`config.mk`:
```
export PLATFORM = sky130hd
export DESIGN_NAME = pkt_crc_rx
export DESIGN_NICKNAME = d
export VERILOG_FILES = /design/src/rtl/pkt_rx_pkg.sv /design/src/rtl/pkt_crc_rx_crc_func.sv /design/src/rtl/pkt_crc_rx.sv
export SDC_FILE = /design/constraint.sdc
export NUM_CORES = 1
export LEC_CHECK = 0
export ABC_AREA = 1
export CELL_PAD_IN_SITES_DETAIL_PLACEMENT = 0
export CELL_PAD_IN_SITES_GLOBAL_PLACEMENT = 2
export CORE_MARGIN = 2
export CORE_UTILIZATION = 43
export CTS_CLUSTER_DIAMETER = 100
export CTS_CLUSTER_SIZE = 20
export DETAILED_ROUTE_END_ITERATION = 8
export PLACE_DENSITY = 0.8
export SLEW_MARGIN = 10
export SYNTH_ARGS = -nofsm -noshare
export SYNTH_HDL_FRONTEND = slang
export SYNTH_SLANG_ARGS = --single-unit
```
`constraint.sdc`:
```
create_clock -name i_clk -period 2.3 [get_ports i_clk]
set_input_delay 0.345 -clock i_clk [delete_from_list [all_inputs] [get_ports i_clk]]
set_output_delay 0.345 -clock i_clk [all_outputs]
set_load 0.1 [all_outputs]
```
`src/rtl/pkt_rx_pkg.sv`:
```
// Shared constants and FSM state type for the host-link frame receiver.
package pkt_rx_pkg;

  localparam logic [7:0]  SOF_BYTE     = 8'hA5;
  localparam logic [31:0] CRC_INIT     = 32'hFFFFFFFF;
  localparam logic [31:0] CRC_XOR      = 32'hFFFFFFFF;
  // Bit-reversed form of 0x04C11DB7 for the LSB-first CRC-32.
  localparam logic [31:0] CRC_POLY_REF = 32'hEDB88320;

  typedef enum logic [2:0] {
    HUNT,
    LEN,
    PAYLOAD,
    CRC,
    DRAIN
  } rx_state_t;

endpackage

```
`src/rtl/pkt_crc_rx_crc_func.sv`:
```
// crc_func: combinational one-byte update of a reflected CRC-32 register.
module crc_func
  import pkt_rx_pkg::*;
(
  input  logic [31:0] crc,
  input  logic [7:0]  data,
  output logic [31:0] crc_next
);

  always_comb begin
    crc_next = crc ^ {24'd0, data};
    for (int i = 0; i < 8; i++) begin
      crc_next = crc_next[0] ? ((crc_next >> 1) ^ CRC_POLY_REF) : (crc_next >> 1);
    end
  end

endmodule

```
`src/rtl/pkt_crc_rx.sv`:
```
// pkt_crc_rx: SOF/LEN/payload/CRC-32 frame receiver with a one-frame payload buffer.
// Optional inter-byte timeout is enabled by defining PKT_RX_TIMEOUT_EN.
module pkt_crc_rx
  import pkt_rx_pkg::*;
#(
  parameter int MAX_LEN        = 64,
  parameter int TIMEOUT_CYCLES = 1000
) (
  input  logic      i_clk,
  input  logic      i_rst,
  input  logic      i_valid,
  input  logic [7:0] i_data,
  output logic      o_ready,
  output logic      o_valid,
  output logic [7:0] o_data,
  output logic      o_last,
  input  logic      i_ready,
  output logic      o_frame_ok,
  output logic      o_crc_err,
  output logic      o_len_err,
  output logic      o_timeout,
  output rx_state_t o_state
);

  localparam int         AW       = (MAX_LEN > 1) ? $clog2(MAX_LEN) : 1;
  localparam logic [7:0] MAX_LEN8 = 8'(MAX_LEN);

  // Handshakes: a beat transfers on a rising edge where valid && ready are both high;
  // valid never depends on ready, and data/last hold while valid && !ready.
  rx_state_t   state;
  logic [7:0]  len;
  logic [7:0]  wr_ptr;
  logic [7:0]  rd_ptr;
  logic [31:0] crc;
  logic [31:0] rx_crc;
  logic [1:0]  crc_cnt;
  logic [31:0] crc_next;
  logic [31:0] rx_crc_full;
  logic        take;
  logic        wr_en;
  logic        rd_en;
  logic [7:0]  mem [MAX_LEN];

  assign o_ready     = (state != DRAIN);
  assign o_state     = state;
  assign take        = i_valid && o_ready;
  assign wr_en       = take && (state == PAYLOAD);
  assign rx_crc_full = {i_data, rx_crc[31:8]};
  // Fetch the next beat whenever the output register is empty or being consumed,
  // unless the beat in it is already the last one.
  assign rd_en       = (state == DRAIN) && (!o_valid || i_ready) && !(o_valid && o_last);

  crc_func u_crc (
    .crc      (crc),
    .data     (i_data),
    .crc_next (crc_next)
  );

  // Payload RAM: single write port, registered read straight into o_data.
  always_ff @(posedge i_clk) begin
    if (wr_en) mem[wr_ptr[AW-1:0]] <= i_data;
    if (rd_en) o_data <= mem[rd_ptr[AW-1:0]];
  end

`ifdef PKT_RX_TIMEOUT_EN
  logic [31:0] idle_cnt;
`else
  assign o_timeout = 1'b0;
`endif

  always_ff @(posedge i_clk) begin
    if (i_rst) begin
      state      <= HUNT;
      len        <= '0;
      wr_ptr     <= '0;
      rd_ptr     <= '0;
      crc        <= CRC_INIT;
      rx_crc     <= '0;
      crc_cnt    <= '0;
      o_valid    <= 1'b0;
      o_last     <= 1'b0;
      o_frame_ok <= 1'b0;
      o_crc_err  <= 1'b0;
      o_len_err  <= 1'b0;
`ifdef PKT_RX_TIMEOUT_EN
      o_timeout  <= 1'b0;
      idle_cnt   <= '0;
`endif
    end else begin
      o_frame_ok <= 1'b0;
      o_crc_err  <= 1'b0;
      o_len_err  <= 1'b0;
`ifdef PKT_RX_TIMEOUT_EN
      o_timeout  <= 1'b0;
`endif
      case (state)
        HUNT: begin
          if (take && i_data == SOF_BYTE) state <= LEN;
        end
        LEN: begin
          if (take) begin
            if (i_data != 8'd0 && i_data <= MAX_LEN8) begin
              len    <= i_data;
              crc    <= CRC_INIT;
              wr_ptr <= '0;
              state  <= PAYLOAD;
            end else begin
              o_len_err <= 1'b1;
              state     <= HUNT;
            end
          end
        end
        PAYLOAD: begin
          if (take) begin
            crc    <= crc_next;
            wr_ptr <= wr_ptr + 8'd1;
            if (wr_ptr == len - 8'd1) begin
              crc_cnt <= '0;
              state   <= CRC;
            end
          end
        end
        CRC: begin
          if (take) begin
            rx_crc  <= rx_crc_full;
            crc_cnt <= crc_cnt + 2'd1;
            if (crc_cnt == 2'd3) begin
              if (rx_crc_full == (crc ^ CRC_XOR)) begin
                o_frame_ok <= 1'b1;
                rd_ptr     <= '0;
                state      <= DRAIN;
              end else begin
                o_crc_err <= 1'b1;
                state     <= HUNT;
              end
            end
          end
        end
        DRAIN: begin
          if (rd_en) begin
            o_valid <= 1'b1;
            o_last  <= (rd_ptr == len - 8'd1);
            rd_ptr  <= rd_ptr + 8'd1;
          end else if (o_valid && i_ready) begin
            o_valid <= 1'b0;
            o_last  <= 1'b0;
            rd_ptr  <= '0;
            state   <= HUNT;
          end
        end
        default: state <= HUNT;
      endcase
`ifdef PKT_RX_TIMEOUT_EN
      // Idle time only matters while a frame is partially received.
      if (take || state == HUNT || state == DRAIN) begin
        idle_cnt <= '0;
      end else if (idle_cnt == 32'(TIMEOUT_CYCLES - 1)) begin
        idle_cnt  <= '0;
        o_timeout <= 1'b1;
        state     <= HUNT;
      end else begin
        idle_cnt <= idle_cnt + 32'd1;
      end
`endif
    end
  end

endmodule

```
==> results of run 1 <==
-- layer usage --
| metal | vias up | track usage |
|---|---|---|
| met5 | - | 0 |
| li1 | 8519 | - |
| met3 | 86 | 0.0321 |
| met1 | 8943 | 0.344 |
| met2 | 689 | 0.391 |
| met4 | 0 | 0.0558 |
-- per-stage QoR --
stage	hold WS [ps]	power [W]	std cells	setup WS (ps)	cell area, um^2
floorplan	444	0.0150	2359	-8.34	26000
finish	217	0.0227	3248	96.9	29100
CTS	177	0.0229	3248	55.2	29100
detailed placement	475	0.0164	3197	-12.3	28100
global route	185	0.0236	3248	10.8	29100
global placement	458	0.0165	3197	-24.9	28100
-- power breakdown --
group	total, W	internal (W)	switching [W]	leakage, nW
registers	0.0122	0.0121	0.000120	5.40
logic	0.00400	0.00117	0.00284	4.37
clock network	0.00653	0.00297	0.00356	0.483
-- repair_timing --
action	in CTS	in global routing
gates resized for setup	0	4
hold buffers	0	0
setup endpoints to repair	0	11
-- cell usage after synthesis, types with 6 or more instances --
master    number
o211ai_1      50
o221ai_1      23
buf_2         25
inv_2         12
o22ai_1       68
buf_4         11
nand3_1      107
o21ai_0      319
xor2_1        75
clkbuf_1      93
o21ai_1        6
nor2_1       439
nand2_1      288
nand2_2        6
edfxtp_1     520
a21oi_1       62
nand4_1       25
nor3_1         9
buf_1          7
dfxtp_1       90
xnor2_1        9
inv_1         71
-- registers in the layout (all words and copies together) (netlist names) --
name / cells
o_last: 1
o_len_err: 1
wr_ptr: 8
o_valid: 1
mem: 512
len: 8
rd_ptr: 8
crc: 32
o_data: 8
o_state: 3
o_frame_ok: 1
rx_crc: 24
crc_cnt: 2
o_crc_err: 1
-- area by class of cell --
cell class / count / area [um^2]
inverter: 86 / 338
clock inverter: 4 / 30.0
fill: 5422 / 30900
timing repair buffer: 193 / 1720
sequential: 610 / 17400
tap: 782 / 978
clock buffer: 47 / 963
multi-input combinational: 1526 / 7670
-- cells by family (layout without fill, tap and decap cells) --
logic type	Yosys count	count (layout)	synth area share
AOI/OAI and AO/OA	534	534	0.115
xor gates and xnor gates	93	93	0.0361
adders and majority gates	4	4	0.00193
buffers and inverters	223	330	0.0353
DFF	610	610	0.670
other	1	1	0.000144
and+or+nand+nor	894	894	0.141
-- worst reg2reg max path, cell delays in order (launching register included) --
cell,delay (ps)
dfxtp_4,420
inv_8,250
buf_12,260
buf_12,210
o21ai_0,120
o22ai_1,280
nand2_1,100
nand4_1,120
nand3_1,150
nand3_1,150
-- final timing paths --
check                   from    endpoint  slack, ps  cells after the start
setup / recovery   rd_ptr[0]   o_data[3]        100                      9
hold / removal     i_data[5]  rx_crc[29]        220                      3
setup reg to reg   rd_ptr[0]   o_data[3]        100                      9
hold reg to reg   rx_crc[15]  rx_crc[15]        490                      2
==> impl_results.html, run 1 <==
<table>
<tr><th>Metric</th><th>Value</th></tr>
<tr><th colspan="2">Clock network</th></tr>
<tr><td>Clock Pin Slew Worst Setup and Hold Paths</td><td>90 ps</td></tr>
<tr><td>Clock tree root buffer cell</td><td>clkbuf_16</td></tr>
<tr><td>Num CTS Buffers</td><td>36</td></tr>
<tr><td>Skew-Pair Late Insertion Delay</td><td>580 ps</td></tr>
<tr><td>Number of H-tree branching levels</td><td>2</td></tr>
<tr><td>Max Buffers Root-to-Sink</td><td>3</td></tr>
<tr><td>CTS sink count</td><td>610</td></tr>
<tr><td>Post-CTS setup buffer count</td><td>0</td></tr>
<tr><td>CTS tree</td><td>yes</td></tr>
<tr><th colspan="2">Routing</th></tr>
<tr><td>Met1 WL</td><td>33,200 um</td></tr>
<tr><td>Final WL</td><td>75,400 um</td></tr>
<tr><td>Routed wire per std cell</td><td>23.2 um</td></tr>
<tr><td>Amount of wire on met3 after detailed routing</td><td>5130 um</td></tr>
<tr><td>Highest metal layer with signal wires</td><td>met4</td></tr>
<tr><td>Vias</td><td>18.2k</td></tr>
<tr><td>Antenna Nets Post-Route</td><td>0</td></tr>
<tr><td>Final routed DRC violation total</td><td>0</td></tr>
<tr><td>Number of violations reported at the end of detailed-routing iteration 0</td><td>1,857</td></tr>
<tr><td>Detailed-routed wire length on met2</td><td>35,500 um</td></tr>
<tr><td>Pre-antenna DRT Iters</td><td>5</td></tr>
<tr><td>Mean number of vias per cell</td><td>5.61</td></tr>
<tr><th colspan="2">Synthesis</th></tr>
<tr><td>Main synth FF type</td><td>edfxtp_1</td></tr>
<tr><td>Gate count of the mapped netlist</td><td>2,359</td></tr>
<tr><td>Fraction of synthesized cell area taken by the top area cell type</td><td>0.601</td></tr>
<tr><td>Synth Warn #</td><td>0</td></tr>
<tr><td>Synth area leaders</td><td>edfxtp_1 60%, dfxtp_1 6.9%, nor2_1 6.3%</td></tr>
<tr><td>Average footprint of a synthesized cell</td><td>11.0 um^2</td></tr>
<tr><td>Post-synthesis cell type count</td><td>45</td></tr>
<tr><td>Post-Synthesis Net Count</td><td>2,375</td></tr>
<tr><td>Syn Std Cell Area</td><td>26,000 um^2</td></tr>
<tr><td>Sequential share of the synthesized area</td><td>0.670</td></tr>
<tr><td>Fraction of synthesis flops using an asynchronous set or reset pin</td><td>0</td></tr>
<tr><td>Dominant cell type by area after synthesis</td><td>edfxtp_1</td></tr>
<tr><td>Total of flip-flops plus latches after synthesis</td><td>610</td></tr>
<tr><td>Number of flops mapped to enable cells by yosys</td><td>520</td></tr>
<tr><th colspan="2">Global routing</th></tr>
<tr><td>Overall fraction of global-route tracks in use</td><td>0.241</td></tr>
<tr><td>Vias in the first global route</td><td>17.4k</td></tr>
<tr><td>Maximum number of pins on one net before global-route repair</td><td>113</td></tr>
<tr><td>First-pass GRT wire length</td><td>112,000 um</td></tr>
<tr><td>GRT Residual Overflow</td><td>0</td></tr>
<tr><td>Initial antenna violation count</td><td>1</td></tr>
<tr><th colspan="2">Die</th></tr>
<tr><td>Die X</td><td>250 um</td></tr>
<tr><td>Vert. Die Dim</td><td>250 um</td></tr>
<tr><td>Row cnt</td><td>90</td></tr>
<tr><td>Area enclosed by the die boundary</td><td>62,400 um^2</td></tr>
<tr><td>Ports</td><td>30</td></tr>
<tr><td>Starting Density</td><td>0.433</td></tr>
<tr><td>Area of the placeable core</td><td>60,000 um^2</td></tr>
<tr><th colspan="2">Worst setup path</th></tr>
<tr><td>Type of element capturing the critical path</td><td>register</td></tr>
<tr><td>Buffers &amp; Inverters on Critical Path</td><td>3</td></tr>
<tr><td>CP cell instances</td><td>inv_8 &gt; buf_12 &gt; buf_12 &gt; o21ai_0 &gt; o22ai_1 &gt; nand2_1 &gt; nand4_1 &gt; nand3_1 &gt; nand3_1</td></tr>
<tr><td>Classification of the worst setup path</td><td>register to register</td></tr>
<tr><td>Maximum cell stage delay along the critical path</td><td>420 ps</td></tr>
<tr><td>Data required time at the worst endpoint</td><td>2730 ps</td></tr>
<tr><td>Cell with the largest stage delay on the worst path</td><td>dfxtp_4</td></tr>
<tr><td>Element type at the critical path start</td><td>register</td></tr>
<tr><td>WP data arrival</td><td>2630 ps</td></tr>
<tr><td>Biggest fanout along the worst timing path</td><td>47</td></tr>
<tr><td>Cell family with most CP delay</td><td>buffers and inverters</td></tr>
<tr><th colspan="2">Finish</th></tr>
<tr><td>Share of cells above drive strength 1</td><td>0.116</td></tr>
<tr><td>Most frequent cells in the layout</td><td>520 x edfxtp_1, 436 x nor2_1, 319 x o21ai_0, 288 x nand2_1, 159 x buf_4</td></tr>
<tr><td>Fin nets</td><td>2,469</td></tr>
<tr><td>Commonest non-fill, non-tap cell in the layout</td><td>edfxtp_1</td></tr>
<tr><td>Final Core Density</td><td>0.485</td></tr>
<tr><td>Area added between synthesis and finish</td><td>12.1%</td></tr>
<tr><td>Number of diodes added for antenna fixing</td><td>0</td></tr>
<tr><th colspan="2">STA</th></tr>
<tr><td>Endpoints failing setup</td><td>0</td></tr>
<tr><td>Setup repair after global routing missed its margin</td><td>false</td></tr>
<tr><td>Final critical path time including I/O delays and setup</td><td>2200 ps</td></tr>
<tr><td>Maximum clock skew at final layout</td><td>18.0 ps</td></tr>
<tr><td>Worst relative slew slack</td><td>0.358</td></tr>
<tr><td>Final hold violation count</td><td>0</td></tr>
<tr><td>Final setup TNS</td><td>0 ps</td></tr>
<tr><td>Highest achievable clock rate</td><td>454 MHz</td></tr>
<tr><td>Max-slew violation count</td><td>0</td></tr>
<tr><td>Tightest Pin Transition</td><td>964 ps</td></tr>
<tr><td>Period Utilization, post-route</td><td>0.958</td></tr>
<tr><th colspan="2">Placement</th></tr>
<tr><td>Number of input and output port buffers inserted</td><td>28</td></tr>
<tr><td>Final weighted congestion in routability-driven placement</td><td>0.878</td></tr>
<tr><td>Post-detailed-placement half-perimeter wirelength</td><td>49,700 um</td></tr>
<tr><th colspan="2">Power and ir drop</th></tr>
<tr><td>Lkg Pwr</td><td>10.3 nW</td></tr>
<tr><td>Worst IR drop on VDD</td><td>568 uV</td></tr>
<tr><td>Cell Pwr Density</td><td>780 nW/um^2</td></tr>
<tr><th colspan="2">Hold path</th></tr>
<tr><td>Hold Path Class</td><td>primary input to register</td></tr>
<tr><th colspan="2">Run</th></tr>
<tr><td>Max-cap violation count</td><td>0</td></tr>
<tr><th colspan="2">Status</th></tr>
<tr><td>Result of the run</td><td>finished clean</td></tr>
</table>
No activity file was read; power rests on OpenSTA's default activity.
==> run 2, diff against run 1 <==
- TNS_END_PERCENT: default -> 100
==> results of run 2 <==
The final DEF is identical to that of run 1; final timing and power are the same.
==> run 3, diff against run 2 <==
- HOLD_SLACK_MARGIN: default -> 0.06
==> results of run 3 <==
The final DEF is identical to that of run 1; final timing and power are the same.
